**src/rtl/id_ex_control_stage.sv**
```systemverilog
// ID-stage opcode decoder and registered ID/EX control bundle.
// Handles load-use bubbles, downstream stall, branch flush and illegal-opcode accounting.
module id_ex_control_stage #(
    parameter int OP_W    = 6,
    parameter int ALUOP_W = 3,
    parameter int REG_W   = 5,
    parameter int CNT_W   = 8
) (
    input  logic               clk,
    input  logic               rst_n,
    input  logic               id_valid,
    input  logic [OP_W-1:0]    id_op,
    input  logic [REG_W-1:0]   id_rs,
    input  logic [REG_W-1:0]   id_rt,
    input  logic               stall_in,
    input  logic               flush,
    output logic               id_ready,
    output logic               ex_valid,
    output logic               ex_reg_dst,
    output logic               ex_branch,
    output logic               ex_bne,
    output logic               ex_mem_read,
    output logic               ex_mem_to_reg,
    output logic               ex_mem_write,
    output logic               ex_alu_src,
    output logic               ex_reg_write,
    output logic               ex_zero_ext,
    output logic               ex_jal,
    output logic               ex_rtype,
    output logic [ALUOP_W-1:0] ex_alu_op,
    output logic [REG_W-1:0]   ex_rt,
    output logic               illegal_err,
    output logic [CNT_W-1:0]   illegal_cnt
);

    typedef struct packed {
        logic               reg_dst;
        logic               branch;
        logic               bne;
        logic               mem_read;
        logic               mem_to_reg;
        logic               mem_write;
        logic               alu_src;
        logic               reg_write;
        logic               zero_ext;
        logic               jal;
        logic               rtype;
        logic [ALUOP_W-1:0] alu_op;
    } ctrl_t;

    localparam logic [ALUOP_W-1:0] ALU_ADD = ALUOP_W'(3'b000);
    localparam logic [ALUOP_W-1:0] ALU_SUB = ALUOP_W'(3'b001);
    localparam logic [ALUOP_W-1:0] ALU_FN  = ALUOP_W'(3'b010);
    localparam logic [ALUOP_W-1:0] ALU_OR  = ALUOP_W'(3'b011);
    localparam logic [ALUOP_W-1:0] ALU_AND = ALUOP_W'(3'b100);
    localparam logic [CNT_W-1:0]   CNT_MAX = '1;

    ctrl_t            dec;
    ctrl_t            ctrl_q;
    logic             illegal;
    logic             load_use;
    logic             accept;
    logic [OP_W-1:0]  op_hi;
    logic [5:0]       op6;

    // Opcodes are 6-bit codes; any set bit above [5:0] makes them illegal.
    assign op_hi = id_op >> 6;
    assign op6   = id_op[5:0];

    always_comb begin
        dec     = '0;
        illegal = 1'b0;
        if (op_hi != '0) begin
            dec.alu_op = ALU_SUB;
            illegal    = 1'b1;
        end else begin
            unique case (op6)
                6'b000000: begin
                    dec.reg_dst   = 1'b1;
                    dec.alu_op    = ALU_FN;
                    dec.reg_write = 1'b1;
                    dec.rtype     = 1'b1;
                end
                6'b100011: begin
                    dec.alu_src    = 1'b1;
                    dec.mem_to_reg = 1'b1;
                    dec.reg_write  = 1'b1;
                    dec.mem_read   = 1'b1;
                end
                6'b101011: begin
                    dec.alu_src   = 1'b1;
                    dec.mem_write = 1'b1;
                end
                6'b000100: begin
                    dec.branch = 1'b1;
                    dec.alu_op = ALU_SUB;
                end
                6'b000101: begin
                    dec.bne    = 1'b1;
                    dec.alu_op = ALU_SUB;
                end
                6'b001100: begin
                    dec.alu_src   = 1'b1;
                    dec.alu_op    = ALU_AND;
                    dec.reg_write = 1'b1;
                    dec.zero_ext  = 1'b1;
                end
                6'b001000: begin
                    dec.alu_src   = 1'b1;
                    dec.alu_op    = ALU_ADD;
                    dec.reg_write = 1'b1;
                end
                6'b001101: begin
                    dec.alu_src   = 1'b1;
                    dec.alu_op    = ALU_OR;
                    dec.reg_write = 1'b1;
                    dec.zero_ext  = 1'b1;
                end
                6'b000011: begin
                    dec.jal       = 1'b1;
                    dec.reg_write = 1'b1;
                end
                default: begin
                    dec.alu_op = ALU_SUB;
                    illegal    = 1'b1;
                end
            endcase
        end
    end

    assign load_use = ex_valid & ctrl_q.mem_read & id_valid
                    & (ex_rt != '0)
                    & ((ex_rt == id_rs) | (ex_rt == id_rt));

    assign id_ready = ~stall_in & ~load_use;
    assign accept   = ~flush & ~stall_in & ~load_use & id_valid & illegal;

    always_ff @(posedge clk or negedge rst_n) begin
        if (!rst_n) begin
            ex_valid <= 1'b0;
            ctrl_q   <= '0;
            ex_rt    <= '0;
        end else if (flush) begin
            ex_valid <= 1'b0;
            ctrl_q   <= '0;
            ex_rt    <= '0;
        end else if (stall_in) begin
            ex_valid <= ex_valid;
            ctrl_q   <= ctrl_q;
            ex_rt    <= ex_rt;
        end else if (load_use) begin
            ex_valid <= 1'b0;
            ctrl_q   <= '0;
            ex_rt    <= '0;
        end else begin
            ex_valid <= id_valid;
            ctrl_q   <= id_valid ? dec : '0;
            ex_rt    <= id_valid ? id_rt : '0;
        end
    end

    always_ff @(posedge clk or negedge rst_n) begin
        if (!rst_n) begin
            illegal_err <= 1'b0;
            illegal_cnt <= '0;
        end else if (accept) begin
            illegal_err <= 1'b1;
            if (illegal_cnt != CNT_MAX)
                illegal_cnt <= illegal_cnt + 1'b1;
        end
    end

    assign ex_reg_dst    = ctrl_q.reg_dst;
    assign ex_branch     = ctrl_q.branch;
    assign ex_bne        = ctrl_q.bne;
    assign ex_mem_read   = ctrl_q.mem_read;
    assign ex_mem_to_reg = ctrl_q.mem_to_reg;
    assign ex_mem_write  = ctrl_q.mem_write;
    assign ex_alu_src    = ctrl_q.alu_src;
    assign ex_reg_write  = ctrl_q.reg_write;
    assign ex_zero_ext   = ctrl_q.zero_ext;
    assign ex_jal        = ctrl_q.jal;
    assign ex_rtype      = ctrl_q.rtype;
    assign ex_alu_op     = ctrl_q.alu_op;

endmodule
```
**config.mk**
```make
export PLATFORM = sky130hd
export DESIGN_NAME = id_ex_control_stage
export DESIGN_NICKNAME = d
export VERILOG_FILES = /design/src/rtl/id_ex_control_stage.sv
export SDC_FILE = /design/constraint.sdc
export NUM_CORES = 1
export LEC_CHECK = 0
export CAP_MARGIN = 10
export CORE_MARGIN = 3
export CORE_UTILIZATION = 30
export DETAILED_ROUTE_END_ITERATION = 6
export SLEW_MARGIN = 40
export SYNTH_ARGS = -nofsm -noshare
export SYNTH_HDL_FRONTEND = slang
export SYNTH_SLANG_ARGS = --single-unit
```
**constraint.sdc**
```tcl
create_clock -name clk -period 1.85 [get_ports clk]
set_clock_uncertainty 0.1 [all_clocks]
set_input_delay 0.185 -clock clk [delete_from_list [all_inputs] [get_ports clk]]
set_output_delay 0.185 -clock clk [all_outputs]
set_load 0.005 [all_outputs]
```
### After elaboration in Yosys (flattened, before gate mapping)

Cells that the tools add are included.

| operators by class | value |
|---|---|
| add/sub/neg operators | 1 |
| equal/unequal tests | 12 |
| multiplexer cells | 22 |
| bitwise gates (word level) | 13 |
| reduce and logical (&&, ||, !) cells | 8 |

Operator list:

| operator | count |
|---|---|
| $mux W14 | 4 |
| $mux W5 | 4 |
| $eq A6 B4 Y1 const B | 3 |
| $eq A6 B3 Y1 const B | 2 |
| $eq A6 B6 Y1 const B | 2 |
| $mux W1 | 12 |
| $pmux W3 S4 | 1 |
| $eq A5 B5 Y1 | 2 |
| $and A1 B1 Y1 | 9 |
| $reduce_or A9 Y1 | 1 |
| $add A8 B1 Y8 const B | 1 |
| $ne A8 B8 Y1 const B | 1 |
| $eq A6 B2 Y1 const B | 1 |
| $logic_not A6 Y1 | 1 |
| $reduce_or A6 Y1 | 1 |
| $reduce_bool A5 Y1 | 1 |
| $reduce_or A5 Y1 | 1 |
| $reduce_or A4 Y1 | 1 |
| $not A1 Y1 | 3 |
| $mux W2 | 1 |
| $ne A2 B1 Y1 const B | 1 |
| $reduce_and A2 Y1 | 1 |
| $reduce_or A2 Y1 | 1 |
| $or A1 B1 Y1 | 1 |

| word-level totals | value |
|---|---|
| register bits | 29 |
| output and inout port bits | 30 |
| word-level logic and storage cells | 72 |

### Logic depth before layout (Yosys ltp)

| logic depth | value |
|---|---|
| depth after elaboration | 9 |
| mapped depth | 9 |

### Worst setup path after synthesis

Ideal clock, no wire load.

| timing path | value |
|---|---|
| path type | register -> register |
| from | reg ex_rt[4] |
| to | reg ctrl_q (netlist bit ex_bne) |
| library setup time | 122 ps |
| arrival time | 1695 ps |
| data required time | 1628 ps |
| setup slack | -66 ps |
| stages on the path, launching flop included | 10 |
| cell sequence | dfrtp_1 -> xnor2_1 -> nand3_1 -> o22ai_1 -> nand2_1 -> nand2b_1 -> inv_2 -> and2_1 -> buf_2 -> a32o_1 |

| between the ends | value |
|---|---|
| word-level cells in the longest chain between the ends | 6 |
| elaborated cells between the ends (all ways) | 9 |

Ends and longest elaborated chain:

| element | line | text |
|---|---|---|
| start, declared | 31 | `output logic [REG_W-1:0] ex_rt,` |
| start signal, assigned | 150 | `ex_rt <= ex_rt;` |
| start signal, assigned | 158 | `ex_rt <= id_valid ? id_rt : '0;` |
| $eq A5 B5 Y1 or $reduce_bool A5 Y1 (tied branches) | 133, 132 |  |
| $or A1 B1 Y1 or $and A1 B1 Y1 (tied branches) | 133, 132 |  |
| $and A1 B1 Y1 (*) | 133 | `& ((ex_rt == id_rs) \| (ex_rt == id_rt));` |
| $mux W14 (*) | 151 | `end else if (load_use) begin` |
| $mux W14 (*) | 147 | `end else if (stall_in) begin` |
| $mux W14 (*) | 143 | `end else if (flush) begin` |
| end signal, assigned | 149 | `ctrl_q <= ctrl_q;` |
| end signal, assigned | 157 | `ctrl_q <= id_valid ? dec : '0;` |
| end, declared | 59 | `ctrl_t ctrl_q;` |

Every way passes the cells marked *; elsewhere a longest branch is shown, timed or not. The select of a mux whose other input is x is not followed.
A chain may end at the register's enable or synchronous reset.

### Worst setup path in the final report

Same ends and word-level chain as after synthesis.

==> results.cfg <==
[layout]
fin_area_um2 = 2485
fin_util_pct = 55.91
antenna-diode-count = 0
drive_above_1_share_pct = 34.76
final_net_count = 256
top_register = illegal_cnt
largest_reg_flops = 8
area_growth_pct = 75.75
layout.cells.non_filler = 285

[detailed_routing]
via_count = 1431
drt_iter0_markers = 75
ant_nets = 0
routed_wl_um = 4442
drc = 0
drt-vias-per-instance = 5.021
drtPass1Iterations = 4
wl_per_cell_um = 15.59

[run_status]
violations = setup timing
run_status = complete, but fails checks

[synthesis]
yosysTopAreaCellShare_pct = 47.79
netlist_top_cells_area = dfrtp_1 (48%), xnor2_1 (9.3%), a22o_1 (4.3%)
syn_area_per_cell_um2 = 10.32
ys_seq_area_share_pct = 47.79
syn_area_um2 = 1414
ys_ff_latch = 27
synth_edf_count = 0
async_reset_ff_share_pct = 100.0
yosysUniqueCellTypes = 40
synth_nets = 159
yosysMostFrequentCell = dfrtp_1
yosys_most_used_dff = dfrtp_1
yosysTopAreaCell = dfrtp_1
yosys_warnings = 0
synth_commonest_cells = dfrtp_1 (27), nand2_1 (16), xnor2_1 (15), a22o_1 (7), nand3_1 (7)
netlist_instances = 137

[timing]
fin_setup_tns_ps = -935.1
finalSetupViolCount = 19
max-slew-margin-rel_pct = 76.64
max_freq_mhz = 509.5
fin_crit_sh_pct = 106.1
rsz0062_at_grt = yes
finalWorstSetupSlack_ps = -112.8
drv_slew = 0
hold_ws_ps = 174.8
fin_crit_ps = 1963
hold_violations = 0
tightest_slew_ps = 350.4

[placement]
io_buffers = 50
place_ws_ps = -472.6
hpwl_um = 3138
gp_congestion = 0.8359
place_area_um2 = 2245
dp_cells = 272

[setup_path]
cp_data_arrival_time_ps = 2030
cp-end-kind = flip-flop
worst-path-max-fanout = 6
r2r-end = ex_bne$_DFFE_PN0P_
ff2ff_path_depth = 9
reg2reg_setup_slack_ps = -110
path_class = flip-flop to flip-flop
required_ps = 1920
startpoint_type = flip-flop
crit-reg2reg-launch = ex_rt[4]$_DFFE_PN0P_

[clock_network]
cts_tree = built
insertion_delay_ps = 270
clock-root-buffer = clkbuf_8
cts_sinks = 27
cts_hold_buf = 0
clk_pin_slew_ps = 90
htree_levels = 1
cts_buffers = 3
cts.path.max_buffers = 2

[hold_path]
hp-class = input pin to async pin

[floorplanning]
die_x_um = 74.65
die_y_um = 74.65
initial_core_util_pct = 31.81
fp-row-count = 24
ios = 51
dieArea_um2 = 5573
core_area_um2 = 4444

[global_route]
grt_max_degree = 28
grt_overflow = 0
track_usage_pct = 16.62
antenna_found_initial = 0
grt_first_pass_wirelength_um = 7141
grt_pass1_vias = 1487

[power]
power-per-cell-area_nw_per_um2 = 648.8
p_leak_nw = 1.092
ir_drop_v = 0.0003539
finalPower_mw = 1.612

[flow_run]
max-cap-violations = 0
[cell usage in the layout (no fill, tap or decap), types with 4 or more instances in the layout]
cell	count
xnor2_1	12
a32o_1	4
clkdlybuf4s50_1	44
a22o_1	7
nor3_1	4
dfrtp_1	24
nor2_1	5
dlygate4sd2_1	4
nand3_1	5
nand2_1	13
buf_4	46
[layout make-up]
type | instances | area (um2)
Clock buffer | 4 | 45.04
Fill cell | 389 | 1959
Inverter | 3 | 11.26
Multi-Input combinational cell | 101 | 825.8
Sequential cell | 27 | 679.4
Tap cell | 52 | 65.06
Timing Repair Buffer | 98 | 858.3
[routing by layer]
| metal | track usage [%] | wire length, um | vias to the layer above |
|---|---|---|---|
| met5 | 0 | 0 | - |
| met4 | 5.929 | 71 | 0 |
| met3 | 1.736 | 179 | 6 |
| met2 | 28.88 | 2286 | 33 |
| met1 | 21.48 | 1904 | 705 |
| li1 | - | - | 687 |
[where the power goes]
group / internal (mW) / switching, mW
combinational: 0.350 / 0.219
sequential: 0.648 / 0.0540
clock: 0.154 / 0.187
total: 1.15 / 0.460
[worst max-delay path: stages, from the launching register on]
cell and delay, ps:
dfrtp_1 440, xnor2_1 180, nand3_1 110, o22ai_2 220
nand2_1 90, nand2b_1 130, inv_2 60, buf_6 130
and2_4 160, a32o_1 250
[worst max-delay path by stage]
stage                              start                    endpoint  cells past startpoint
detailed placement              id_op[2]  illegal_cnt[5]$_DFFE_PN0P_                      7
floorplan           ex_rt[4]$_DFFE_PN0P_          ex_bne$_DFFE_PN0P_                      9
global route        ex_rt[4]$_DFFE_PN0P_          ex_bne$_DFFE_PN0P_                      9
finish              ex_rt[4]$_DFFE_PN0P_          ex_bne$_DFFE_PN0P_                      9
global placement                id_op[2]  illegal_cnt[5]$_DFFE_PN0P_                      7
CTS                 ex_rt[2]$_DFFE_PN0P_          ex_bne$_DFFE_PN0P_                      9
[repair_timing]
item                                    in CTS  in global routing
resized for setup                           24                 20
cloned                                       1                  0
endpoints found under the setup margin      19                 27
pin swaps                                   22                 15
buffers inserted                            14                  2
[cell families (layout without fill, tap and decap cells)]
family,Yosys count,count (layout),synth area share (%)
flops,27,27,47.79
compound gates,28,28,16.11
buf+inv,10,105,3.451
fa+ha+maj,1,1,0.8848
mux,1,1,0.7964
xor+xnor,16,16,9.912
simple gates,54,55,21.06
Power figures use the tool's default switching activity.
